**src/rtl/bk_video_pkg.sv**
```systemverilog
// Shared types for the video cache write path: cache word record and writer state.
package bk_video_pkg;

    localparam int SCREEN_AW   = 15;
    localparam int CLEAR_WORDS = 16384;

    // woff is the full 14-bit cache word index; its MSB equals screen.
    typedef struct packed {
        logic        screen;
        logic [13:0] woff;
        logic [15:0] data;
        logic [1:0]  wtbt;
    } cache_wr_t;

    typedef enum logic [0:0] {
        IDLE  = 1'b0,
        CLEAR = 1'b1
    } scw_state_e;

endpackage

```
**src/rtl/screen_cache_writer_if.sv**
```systemverilog
// Video cache write port: registered write strobe plus the consumer's ready.
interface screen_cache_writer_if;
    import bk_video_pkg::*;

    logic [SCREEN_AW-1:0] cache_addr;
    logic [15:0]          cache_data;
    logic [1:0]           cache_wtbt;
    logic                 cache_we;
    logic                 cache_ready;

    modport master (
        output cache_addr, cache_data, cache_wtbt, cache_we,
        input  cache_ready
    );

    modport slave (
        input  cache_addr, cache_data, cache_wtbt, cache_we,
        output cache_ready
    );

endinterface

```
**src/rtl/scw_fifo.sv**
```systemverilog
// Snoop buffer: synchronous FIFO of cache write records; a push into a full
// FIFO is taken when a pop happens on the same edge.
module scw_fifo
    import bk_video_pkg::*;
#(
    parameter int DEPTH = 4
) (
    input  logic                   wb_clk,
    input  logic                   sys_init,
    input  logic                   push,
    input  cache_wr_t              push_data,
    input  logic                   pop,
    output cache_wr_t              pop_data,
    output logic                   full,
    output logic                   empty,
    output logic [$clog2(DEPTH):0] count
);

    localparam int AW = $clog2(DEPTH);
    localparam int CW = AW + 1;

    cache_wr_t       mem [DEPTH];
    logic [AW-1:0]   wr_ptr;
    logic [AW-1:0]   rd_ptr;
    logic            do_push;
    logic            do_pop;

    assign full     = (count == CW'(DEPTH));
    assign empty    = (count == '0);
    assign do_pop   = pop && !empty;
    assign do_push  = push && (!full || do_pop);
    assign pop_data = mem[rd_ptr];

    // NOTE: the storage array is deliberately left out of reset; only the
    // pointers and count define validity, so the array maps to plain RAM.
    always_ff @(posedge wb_clk) begin
        if (do_push) mem[wr_ptr] <= push_data;
    end

    // NOTE: sequential state uses non-blocking assignments so every register
    // samples pre-edge values regardless of statement order.
    always_ff @(posedge wb_clk or posedge sys_init) begin
        if (sys_init) begin
            wr_ptr <= '0;
            rd_ptr <= '0;
            count  <= '0;
        end else begin
            if (do_push) wr_ptr <= wr_ptr + 1'b1;
            if (do_pop)  rd_ptr <= rd_ptr + 1'b1;
            case ({do_push, do_pop})
                2'b10:   count <= count + 1'b1;
                2'b01:   count <= count - 1'b1;
                default: count <= count;
            endcase
        end
    end

endmodule

```
**src/rtl/screen_cache_writer.sv**
```systemverilog
// Snoops CPU writes to the two screen pages and forwards them to the video
// cache port; a clear sequencer zeroes both screens after reset or on request.
module screen_cache_writer
    import bk_video_pkg::*;
#(
    parameter logic [2:0] SCREEN0_PAGE   = 3'd1,
    parameter logic [2:0] SCREEN1_PAGE   = 3'd7,
    parameter int         FIFO_DEPTH     = 4,
    parameter bit         CLEAR_ON_RESET = 1'b1
) (
    input  logic                        wb_clk,
    input  logic                        sys_init,
    input  logic                        mem_we,
    input  logic [16:0]                 mem_addr,
    input  logic [15:0]                 mem_data,
    input  logic [1:0]                  mem_wtbt,
    input  logic                        clear_req,
    screen_cache_writer_if.master       cache,
    output logic                        clear_busy,
    output logic                        overflow
);

    scw_state_e                  state;
    logic [13:0]                 clr_ptr;
    logic [2:0]                  page;
    logic                        hit_s0;
    logic                        hit_s1;
    logic                        hit;
    logic                        screen;
    cache_wr_t                   fifo_wr;
    cache_wr_t                   fifo_rd;
    logic                        fifo_full;
    logic                        fifo_empty;
    logic [$clog2(FIFO_DEPTH):0] fifo_count;
    logic                        fifo_pop;
    logic                        fifo_drop;
    logic                        unused_bits;

    assign page    = mem_addr[16:14];
    assign hit_s0  = (page == SCREEN0_PAGE);
    assign hit_s1  = (page == SCREEN1_PAGE);
    assign hit     = mem_we && (mem_wtbt != 2'b00) && (hit_s0 || hit_s1);
    assign screen  = hit_s1 && !hit_s0;
    assign fifo_wr = '{screen: screen, woff: {screen, mem_addr[13:1]},
                       data: mem_data, wtbt: mem_wtbt};

    // Must mirror the IDLE branch below exactly: a pop always becomes a write.
    assign fifo_pop  = !clear_req && cache.cache_ready && (state == IDLE) && !fifo_empty;
    assign fifo_drop = hit && fifo_full && !fifo_pop;

    assign unused_bits = ^{mem_addr[0], fifo_rd.screen, fifo_count};

    scw_fifo #(.DEPTH(FIFO_DEPTH)) u_fifo (
        .wb_clk    (wb_clk),
        .sys_init  (sys_init),
        .push      (hit),
        .push_data (fifo_wr),
        .pop       (fifo_pop),
        .pop_data  (fifo_rd),
        .full      (fifo_full),
        .empty     (fifo_empty),
        .count     (fifo_count)
    );

    always_ff @(posedge wb_clk or posedge sys_init) begin
        if (sys_init) begin
            state            <= CLEAR_ON_RESET ? CLEAR : IDLE;
            clear_busy       <= CLEAR_ON_RESET;
            clr_ptr          <= '0;
            overflow         <= 1'b0;
            cache.cache_addr <= '0;
            cache.cache_data <= '0;
            cache.cache_wtbt <= '0;
            cache.cache_we   <= 1'b0;
        end else begin
            cache.cache_we <= 1'b0;
            if (fifo_drop) overflow <= 1'b1;

            if (clear_req) begin
                state      <= CLEAR;
                clr_ptr    <= '0;
                clear_busy <= 1'b1;
            end else if (cache.cache_ready) begin
                if (state == CLEAR) begin
                    cache.cache_addr <= {clr_ptr, 1'b0};
                    cache.cache_data <= '0;
                    cache.cache_wtbt <= 2'b11;
                    cache.cache_we   <= 1'b1;
                    clr_ptr          <= clr_ptr + 1'b1;
                    if (clr_ptr == 14'(CLEAR_WORDS - 1)) begin
                        state      <= IDLE;
                        clear_busy <= 1'b0;
                    end
                end else if (!fifo_empty) begin
                    cache.cache_addr <= {fifo_rd.woff, 1'b0};
                    cache.cache_data <= fifo_rd.data;
                    cache.cache_wtbt <= fifo_rd.wtbt;
                    cache.cache_we   <= 1'b1;
                end
            end
        end
    end

endmodule
```
**src/flat_wrapper.sv**
```systemverilog
// flat-port wrapper written by rule: the top's interface ports become plain ports
module screen_cache_writer_flat import bk_video_pkg::*;
#(
    parameter logic [2:0] SCREEN0_PAGE   = 3'd1,
    parameter logic [2:0] SCREEN1_PAGE   = 3'd7,
    parameter int         FIFO_DEPTH     = 4,
    parameter bit         CLEAR_ON_RESET = 1'b1
)
  (wb_clk, sys_init, mem_we, mem_addr, mem_data, mem_wtbt, clear_req, clear_busy, overflow, cache_cache_addr, cache_cache_data, cache_cache_wtbt, cache_cache_we, cache_cache_ready);
  screen_cache_writer_if cache_i ();
  input  logic wb_clk;
  input  logic sys_init;
  input  logic mem_we;
  input  logic [16:0] mem_addr;
  input  logic [15:0] mem_data;
  input  logic [1:0] mem_wtbt;
  input  logic clear_req;
  output logic clear_busy;
  output logic overflow;
  output wire logic [$bits(cache_i.cache_addr)-1:0] cache_cache_addr;
  output wire logic [$bits(cache_i.cache_data)-1:0] cache_cache_data;
  output wire logic [$bits(cache_i.cache_wtbt)-1:0] cache_cache_wtbt;
  output wire logic [$bits(cache_i.cache_we)-1:0] cache_cache_we;
  input wire logic [$bits(cache_i.cache_ready)-1:0] cache_cache_ready;
  assign cache_cache_addr = cache_i.cache_addr;
  assign cache_cache_data = cache_i.cache_data;
  assign cache_cache_wtbt = cache_i.cache_wtbt;
  assign cache_cache_we = cache_i.cache_we;
  assign cache_i.cache_ready = cache_cache_ready;
  screen_cache_writer #(.SCREEN0_PAGE(SCREEN0_PAGE), .SCREEN1_PAGE(SCREEN1_PAGE), .FIFO_DEPTH(FIFO_DEPTH), .CLEAR_ON_RESET(CLEAR_ON_RESET)) u_core (.wb_clk(wb_clk), .sys_init(sys_init), .mem_we(mem_we), .mem_addr(mem_addr), .mem_data(mem_data), .mem_wtbt(mem_wtbt), .clear_req(clear_req), .cache(cache_i), .clear_busy(clear_busy), .overflow(overflow));
endmodule
```
**config.mk**
```make
export PLATFORM = sky130hd
export DESIGN_NAME = screen_cache_writer_flat
export DESIGN_NICKNAME = d
export VERILOG_FILES = /design/src/rtl/bk_video_pkg.sv /design/src/rtl/screen_cache_writer_if.sv /design/src/rtl/scw_fifo.sv /design/src/rtl/screen_cache_writer.sv /design/src/flat_wrapper.sv
export SDC_FILE = /design/constraint.sdc
export NUM_CORES = 1
export LEC_CHECK = 0
export ABC_AREA = 1
export CAP_MARGIN = 40
export CORE_MARGIN = 3
export CORE_UTILIZATION = 48
export DETAILED_ROUTE_END_ITERATION = 8
export GPL_TIMING_DRIVEN = 0
export MAX_ROUTING_LAYER = met4
export PLACE_DENSITY = 0.8
export SLEW_MARGIN = 30
export SYNTH_ARGS = -nofsm -noshare
export SYNTH_HDL_FRONTEND = slang
export SYNTH_HIERARCHICAL = 1
export SYNTH_SLANG_ARGS = --single-unit
```
**constraint.sdc**
```tcl
create_clock -name wb_clk -period 3.3 [get_ports wb_clk]
set_clock_uncertainty 0.15 [all_clocks]
set_input_delay 0.33 -clock wb_clk [delete_from_list [all_inputs] [get_ports wb_clk]]
set_output_delay 0.33 -clock wb_clk [all_outputs]
set_load 0.01 [all_outputs]
```
==> results.yml, run 1 <==
routing:
  antenna_left: 0
  drc_errors: 0
  viasPerCell: 5.587
  via_count: 5313
  drtPass1Iterations: 5
  wl_per_cell_microns: 18.94
  drt-total-wl_mm: 18.01
  drtIter0Drc: 622
global_routing:
  antenna_found_initial: 0
  grt_pass1_vias: 5372
  grt_overflow: 0
  grt_pass1_wl_mm: 27.84
  gr-usage-all-layers: 0.2256
  grt_max_degree: 35
cells_and_area:
  layout_commonest_cell: "edfxtp_1"
  nets: 773
  final_cell_area_sq_mm: 0.009231
  final_cell_mix: "edfxtp_1, o21ai_0, nor2_1, clkdlybuf4s50_1, nand2_1"
  antenna-diode-count: 0
  area_growth_pct: 22.95
  drive_above_1_share: 0.1162
critical_path:
  critPathTopFamily: "simple AND/OR/NAND/NOR gates"
  critPathMaxFanout: 17
  cp-start-kind: "flop"
  reg2reg_slack_ps: 410
  path_class: "reg2reg"
  worst_path_max_delay_cell: "nor2_4"
  path_cells: "inv_1 > nand2_2 > inv_1 > nor2_1 > nand2_2 > inv_2 > buf_6 > o21ai_4 > nor2_4 > buf_16"
  worstReg2RegEnd: "u_core/u_fifo/mem[1][12]$_DFFE_PP_"
  slowest_delay_ps: 590
  arrival_ps: 2880
  endpoint_kind: "flop"
  required_ps: 3290
  crit_buf_inv: 5
  rr_worst_depth: 10
  timing.rr.start: "u_core/u_fifo/count[2]$_DFFE_PP0P_"
placement:
  io_buffers: 73
  gp_congestion: 1.022
  pre_cts_slack_ps: 94.60
  hpwl_mm: 11.95
  placedInstanceArea_sq_mm: 0.008666
power:
  leakage_nw: 3.513
  p_switching_mw: 1.265
  powerDensity_mw_per_mm2: 559.2
  seqPwrFrac: 0.514
  p_sw_frac: 0.2451
  ir_worst_vdd_uv: 436.0
  p_comb_frac: 0.109
  clkPwrFrac: 0.377
  p_int_mw: 3.897
  power_mw: 5.162
clock_network:
  cts_setup_buffers: 0
  clk_path_buf_depth: 2
  cts_resized: 0
  clockRootBuffer: "clkbuf_16"
  insertion_delay_ps: 430
  tritoncts: "yes"
  cts_buffers: 17
  path_clk_slew_ps: 60
  cts_hold_buf: 0
  htree_levels: 4
  clock-sinks: 185
floorplan:
  die_h_microns: 131.1
  die_area_sq_mm: 0.01718
  pin_count: 76
  coreArea_sq_mm: 0.01526
  row_count: 45
  start_util: 0.4921
  die_w_microns: 131.1
job:
  max_cap_viol_count: 0
yosys:
  yosysWarnings: 6
  syn_area_sq_mm: 0.007508
  syn-num-nets: 676
  syn_inst: 630
  syn_avg_cell_area_sq_um: 11.92
min_path:
  hold_class: "in2async"
run_status:
  outcome: "finished, final reports clean"
timing:
  final_max_slew_viol_count: 0
  slew_headroom: 0.4906
  post-route-min-period_ps: 2886
  min_period_over_period: 0.8746
  tightest_slew_ps: 764.0
  setup_slack_ps: 413.9
  final-setup-viol-count: 0
  max_freq_ghz: 0.3465
  report.final.hold_viol_count: 0
  rsz0062_at_grt: "no"
[stage by stage]
step / TNS (ps) / cells / utilization / hold slack (ps)
floorplan: 0 / 630 / - / -16.60
detailed placement: 0 / 919 / 0.5679 / 302.9
global route: 0 / 951 / 0.6050 / 89.13
global placement: -182010 / 914 / 0.5573 / 302.7
finish: 0 / 951 / 0.6050 / 70.88
CTS: 0 / 951 / 0.6050 / 68.53
[registers in the layout, indices dropped and copies added, names as in the netlist, 2 cells and up]
name / flops
u_core/cache.cache_wtbt: 2
u_core/u_fifo/mem: 128
u_core/u_fifo/count: 3
u_core/cache.cache_addr: 14
u_core/cache.cache_data: 16
u_core/clr_ptr: 14
u_core/u_fifo/wr_ptr: 2
u_core/u_fifo/rd_ptr: 2
[worst max-delay path by stage]
stage | from | end | slack [ps] | depth (start not counted)
global route | u_core/u_fifo/count[2]$_DFFE_PP0P_ | u_core/u_fifo/mem[1][10]$_DFFE_PP_ | 330 | 10
global placement | clear_req | u_core/u_fifo/mem[3][12]$_DFFE_PP_ | -1440 | 9
detailed placement | mem_addr[15] | u_core/u_fifo/mem[1][12]$_DFFE_PP_ | 90 | 8
finish | u_core/u_fifo/count[2]$_DFFE_PP0P_ | u_core/u_fifo/mem[1][12]$_DFFE_PP_ | 410 | 10
CTS | u_core/u_fifo/count[2]$_DFFE_PP0P_ | u_core/u_fifo/mem[1][8]$_DFFE_PP_ | 450 | 10
floorplan | u_core/u_fifo/count[2]$_DFFE_PP0P_ | u_core/u_fifo/mem[0][0]$_DFFE_PP_ | 190 | 9
[layer usage]
metal  vias to the layer above  global-route usage  share of wire
met5                         -                   -              0
met4                         0             0.09014          0.018
met3                        33             0.05105          0.078
met2                       301              0.3704           0.51
met1                      2576              0.2719           0.39
li1                       2403                   -              -
[worst reg2reg max path, delay by kind of cell (launching register included)]
kind | cells | cell delay [ps]
buffers and inverters | 5 | 880
AOI/OAI and AO/OA | 1 | 150
DFF | 1 | 420
and+or+nand+nor | 4 | 980
[power by group through the flow]
stage | sequential (mW) | combinational [mW] | clock (mW)
after floorplan | 2.69 | 0.318 | 0
after global routing | 2.66 | 0.617 | 2.07
after detailed placement | 2.70 | 0.557 | 0
after global placement | 2.69 | 0.480 | 0
after CTS | 2.65 | 0.564 | 1.97
final | 2.65 | 0.564 | 1.95
[area by class of cell]
| type | instances | area, sq um |
|---|---|---|
| inverter | 43 | 163.9 |
| multi-input combinational | 371 | 1916 |
| clock buffer | 23 | 478.0 |
| buffer | 31 | 188.9 |
| fill | 1176 | 6027 |
| sequential | 185 | 5273 |
| tap | 211 | 264.0 |
| clock inverter | 9 | 87.58 |
| timing repair buffer | 78 | 860.8 |
Power figures use the tool's default switching activity.
==> inputs of run 2 (changes only) <==
- SLEW_MARGIN: 30 -> 20
==> run 2 against run 1 <==
Effect of this change: non-clock buffer count unchanged; register-to-register slack improved by 20 ps; first-iteration DRC count grew 24%; critical path type unchanged; largest power group unchanged.
==> results.yml, run 2 (same netlist as run 1, synthesis figures left out) <==
floorplan:
  die_h_microns: 131.1
  coreArea_sq_mm: 0.01526
  pin_count: 76
  die_w_microns: 131.1
  start_util: 0.4921
  row_count: 45
  die_area_sq_mm: 0.01718
timing:
  slew_headroom: 0.4929
  rsz0062_at_grt: "no"
  final-setup-viol-count: 0
  report.final.hold_viol_count: 0
  tightest_slew_ps: 760.5
  final_max_slew_viol_count: 0
  fin_tns_setup_ps: 0
  timing.hold.ws_ps: 65.91
  min_period_over_period: 0.8672
  post-route-min-period_ps: 2862
  max_freq_ghz: 0.3495
clock_network:
  insertion_delay_ps: 430
  tritoncts: "yes"
  htree_levels: 4
  cts_resized: 0
  cts_hold_buf: 0
  cts_setup_buffers: 0
  clockRootBuffer: "clkbuf_16"
  clock-sinks: 185
  cts_buffers: 17
  clk_path_buf_depth: 2
  path_clk_slew_ps: 60
cells_and_area:
  top_regs: "u_core/u_fifo/mem x128, u_core/cache.cache_data x16"
  final_cell_area_sq_mm: 0.009214
  nets: 773
  antenna-diode-count: 0
  final_cell_mix: "edfxtp_1, o21ai_0, nor2_1, clkdlybuf4s50_1, nand2_1"
  largest_register_ffs: 128
  drive_above_1_share: 0.1122
  layout_commonest_cell: "edfxtp_1"
  area_growth_pct: 22.71
  largest_register: "u_core/u_fifo/mem"
routing:
  via_count: 5300
  drtIter0Drc: 772
  drtPass1Iterations: 5
  viasPerCell: 5.573
  wl_per_cell_microns: 18.61
  drt-total-wl_mm: 17.70
  antenna_left: 0
  drc_errors: 0
power:
  p_sw_frac: 0.2396
  p_switching_mw: 1.231
  powerDensity_mw_per_mm2: 557.5
  seqPwrFrac: 0.516
  clkPwrFrac: 0.375
  power_mw: 5.136
  leakage_nw: 3.495
  p_comb_frac: 0.109
  p_int_mw: 3.906
  ir_worst_vdd_uv: 424.1
run_status:
  outcome: "finished, final reports clean"
critical_path:
  arrival_ps: 2850
  required_ps: 3290
  worst_path_max_delay_cell: "nor2_4"
  cp-start-kind: "flop"
  slowest_delay_ps: 570
  critPathMaxFanout: 17
  path_class: "reg2reg"
  path_cells: "inv_1 > nand2_2 > inv_1 > nor2_1 > nand2_2 > inv_2 > buf_6 > o21ai_4 > nor2_4 > buf_16"
  endpoint_kind: "flop"
global_routing:
  antenna_found_initial: 0
  grt_overflow: 0
  grt_pass1_vias: 5397
  gr-usage-all-layers: 0.2246
  grt_pass1_wl_mm: 27.79
  grt_max_degree: 35
placement:
  placedInstanceArea_sq_mm: 0.008663
  hpwl_mm: 11.90
  io_buffers: 73
  gp_congestion: 1.022
min_path:
  hold_class: "in2async"
job:
  max_cap_viol_count: 0
## run 2: changes by cell type in the layout (fill, tap and decap cells not counted)
cell | before | now
clkinv_4 | 2 | 0
inv_2 | 5 | 6
clkbuf_8 | 3 | 0
clkbuf_1 | 12 | 16
bufinv_16 | 1 | 2
clkinvlp_4 | 0 | 2
clkinv_2 | 2 | 3
clkinv_1 | 1 | 0
inv_6 | 3 | 1
inv_4 | 1 | 0
## run 2: stage by stage
stage	setup WS, ps	cells	util
final	438.4	951	0.6039
after global routing	323.9	951	0.6039
after CTS	442.8	951	0.6039
after detailed placement	122.9	919	0.5678
after global placement	-1441	914	0.5573
after floorplan	190.5	630	-
## run 2: power groups by stage
stage | clock network [mW] | registers [mW] | logic [mW]
6_report | 1.93 | 2.65 | 0.560
5_1_grt | 2.05 | 2.66 | 0.619
3_5_place_dp | 0 | 2.70 | 0.556
3_3_place_gp | 0 | 2.69 | 0.480
2_1_floorplan | 0 | 2.69 | 0.318
4_1_cts | 1.95 | 2.65 | 0.560
## run 2: cell type report
type	instances	area, sq um
multi-input cells	371	1916
clock inverters	8	98.84
fillers	1144	6045
well taps	211	264.0
inverters	43	161.4
flip-flops and latches	185	5273
repair buffers	78	860.8
clock buffers	24	451.7
plain buffers	31	188.9
## run 2: worst max-delay path: cells and delay by family (launching register included)
family,cells,cell delay [ps]
buf+inv,5,880
simple gates,4,950
compound gates,1,140
flops,1,410
## run 2: metal layers
layer / GRT usage / vias up / wire (microns)
met4: 0.08530 / 0 / 355
met3: 0.05673 / 38 / 1326
met5: - / - / 0
li1: - / 2405 / -
met2: 0.3728 / 275 / 9006
met1: 0.2653 / 2582 / 7014
## run 2: path summary, 6_finish.rpt
check	from	endpoint	slack (ps)	cells after the start
setup reg to reg	u_core/u_fifo/count[2]$_DFFE_PP0P_	u_core/u_fifo/mem[1][10]$_DFFE_PP_	440	10
max in group asynchronous	sys_init	u_core/state$_DFFE_PP1P_	2300	3
setup / recovery	u_core/u_fifo/count[2]$_DFFE_PP0P_	u_core/u_fifo/mem[1][10]$_DFFE_PP_	440	10
hold / removal	sys_init	u_core/u_fifo/rd_ptr[0]$_DFFE_PP0N_	70	2
hold reg to reg	u_core/clear_busy$_DFFE_PP1P_	u_core/clear_busy$_DFFE_PP1P_	310	2
min in group wb_clk	u_core/clear_busy$_DFFE_PP1P_	u_core/clear_busy$_DFFE_PP1P_	310	2
==> inputs of run 3 (changes only) <==
- ABC_AREA: 1 -> default
==> run 3 against run 2 <==
Effect of this change: sequential share of layout area increased by 1.3 points; die area decreased by 2.2%; via count decreased by 23%; power decreased by 1.2%; flip-flop and latch count unchanged; critical path depth increased by 2; first-iteration DRC count decreased by 59%; largest power group unchanged; highest routed layer unchanged.
==> results.yml, run 3 <==
run_status:
  outcome: "finished, final reports clean"
routing:
  wl_per_cell_microns: 20.54
  drtIter0Drc: 319
  drtPass1Iterations: 5
  antenna_left: 0
  viasPerCell: 5.711
  drt-total-wl_mm: 14.70
  via_count: 4089
  drc_errors: 0
cells_and_area:
  area_growth_pct: 22.80
  final_cell_area_sq_mm: 0.009009
  antenna-diode-count: 0
  top_regs: "u_core/u_fifo/mem x128, u_core/cache.cache_data x16"
  final_cell_mix: "edfxtp_1, clkdlybuf4s50_1, dfrtp_1, mux4_2, nand2_1"
  nets: 565
  fin_cells: 716
  largest_register_ffs: 128
  finalCoreUtilization: 0.6106
  layout_commonest_cell: "edfxtp_1"
  largest_register: "u_core/u_fifo/mem"
  drive_above_1_share: 0.1898
timing:
  final-setup-viol-count: 0
  timing.hold.ws_ps: 59.84
  max_freq_ghz: 0.3219
  fin_tns_setup_ps: 0
  rsz0062_at_grt: "no"
  report.final.hold_viol_count: 0
  setup_slack_ps: 193.3
  final_max_slew_viol_count: 0
  post-route-min-period_ps: 3107
  slew_headroom: 0.5399
  tightest_slew_ps: 690.1
  min_period_over_period: 0.9414
global_routing:
  grt_pass1_wl_mm: 23.72
  gr-usage-all-layers: 0.1964
  grt_max_degree: 51
  antenna_found_initial: 0
  grt_overflow: 0
  grt_pass1_vias: 4310
critical_path:
  slowest_delay_ps: 630
  path_cells: "clkdlybuf4s50_1 > nand2b_1 > or3_4 > clkinv_2 > buf_4 > buf_6 > nor2b_1 > nand2_1 > fa_1 > nor2b_1 > a221o_1 > o211ai_1"
  arrival_ps: 3250
  crit_buf_inv: 4
  required_ps: 3440
  path_class: "in2reg"
  path_common_cell: "nor2b_1"
  cp-start-kind: "input pin"
  endpoint_kind: "flop"
  critPathTopFamily: "buffers and inverters"
  worst_path_max_delay_cell: "clkdlybuf4s50_1"
  critPathMaxFanout: 10
clock_network:
  cts_setup_buffers: 0
  path_clk_slew_ps: 70
  clock-sinks: 185
  cts_buffers: 17
  cts_hold_buf: 0
  tritoncts: "yes"
  clk_path_buf_depth: 2
  htree_levels: 4
  insertion_delay_ps: 420
  clockRootBuffer: "clkbuf_16"
floorplan:
  row_count: 44
  coreArea_sq_mm: 0.01475
  die_h_microns: 129.6
  start_util: 0.4972
  die_w_microns: 129.6
  pin_count: 76
  die_area_sq_mm: 0.01680
yosys:
  syn_avg_cell_area_sq_um: 17.30
  syn_area_sq_mm: 0.007336
  syn_inst: 424
  syn-num-nets: 470
  yosysWarnings: 6
placement:
  io_buffers: 72
  dp_cells: 684
  gp_congestion: 0.8390
  placedInstanceArea_sq_mm: 0.008399
  pre_cts_slack_ps: -312.5
  hpwl_mm: 9.895
power:
  leakage_nw: 3.311
  powerDensity_mw_per_mm2: 563.6
  power_mw: 5.077
  ir_worst_vdd_uv: 388.0
job:
  max_cap_viol_count: 0
min_path:
  hold_class: "in2reg"
run 3: routing by layer:
metal,up-vias,track usage,wire length (microns),share of wire
met5,-,-,0,0
met4,0,0.05501,142,0.0097
met3,12,0.05194,881,0.060
met2,139,0.3154,7611,0.52
met1,2105,0.2501,6069,0.41
li1,1833,-,-,-
run 3: worst register-to-register path, stage by stage (launching register included):
cell,delay [ps]
dfrtp_2,420
or3_2,180
inv_1,60
or3_4,410
clkinv_2,150
buf_4,230
buf_6,160
nor2b_1,230
nand2_1,110
fa_1,420
nor2b_1,180
a221o_1,180
o211ai_1,90
run 3: where the power goes:
part / switching (mW) / internal, mW
logic: 0.210 / 0.180
registers: 0.0654 / 2.60
clock network: 0.924 / 1.10
run 3: final timing paths:
kind / cells past startpoint / end / from / slack (ps)
hold / removal: 2 / u_core/clr_ptr[3]$_DFFE_PP0P_ / clear_req / 60
setup reg to reg: 12 / u_core/u_fifo/count[2]$_DFFE_PP0P_ / u_core/u_fifo/count[1]$_DFFE_PP0P_ / 200
hold reg to reg: 1 / u_core/overflow$_DFFE_PP0P_ / u_core/overflow$_DFFE_PP0P_ / 320
setup / recovery: 12 / u_core/u_fifo/count[2]$_DFFE_PP0P_ / cache_cache_ready / 190
min in group asynchronous: 2 / u_core/u_fifo/rd_ptr[1]$_DFFE_PP0N_ / sys_init / 100
max in group asynchronous: 2 / u_core/cache.cache_wtbt[0]$_DFFE_PP0P_ / sys_init / 2270
run 3: final cells by class:
type                    count  area, sq um
plain buffers              22        117.6
clock buffers              18        439.2
clock inverters            14        160.2
fillers                  1082         5746
inverters                  15        60.06
multi-input cells         202         1894
flip-flops and latches    185         5276
well taps                 184        230.2
repair buffers             76        830.8
run 3: repair_timing:
item / in CTS / in global routing
resized for setup: 1 / 4
endpoints found under the setup margin: 77 / 78
cloned: 0 / 0
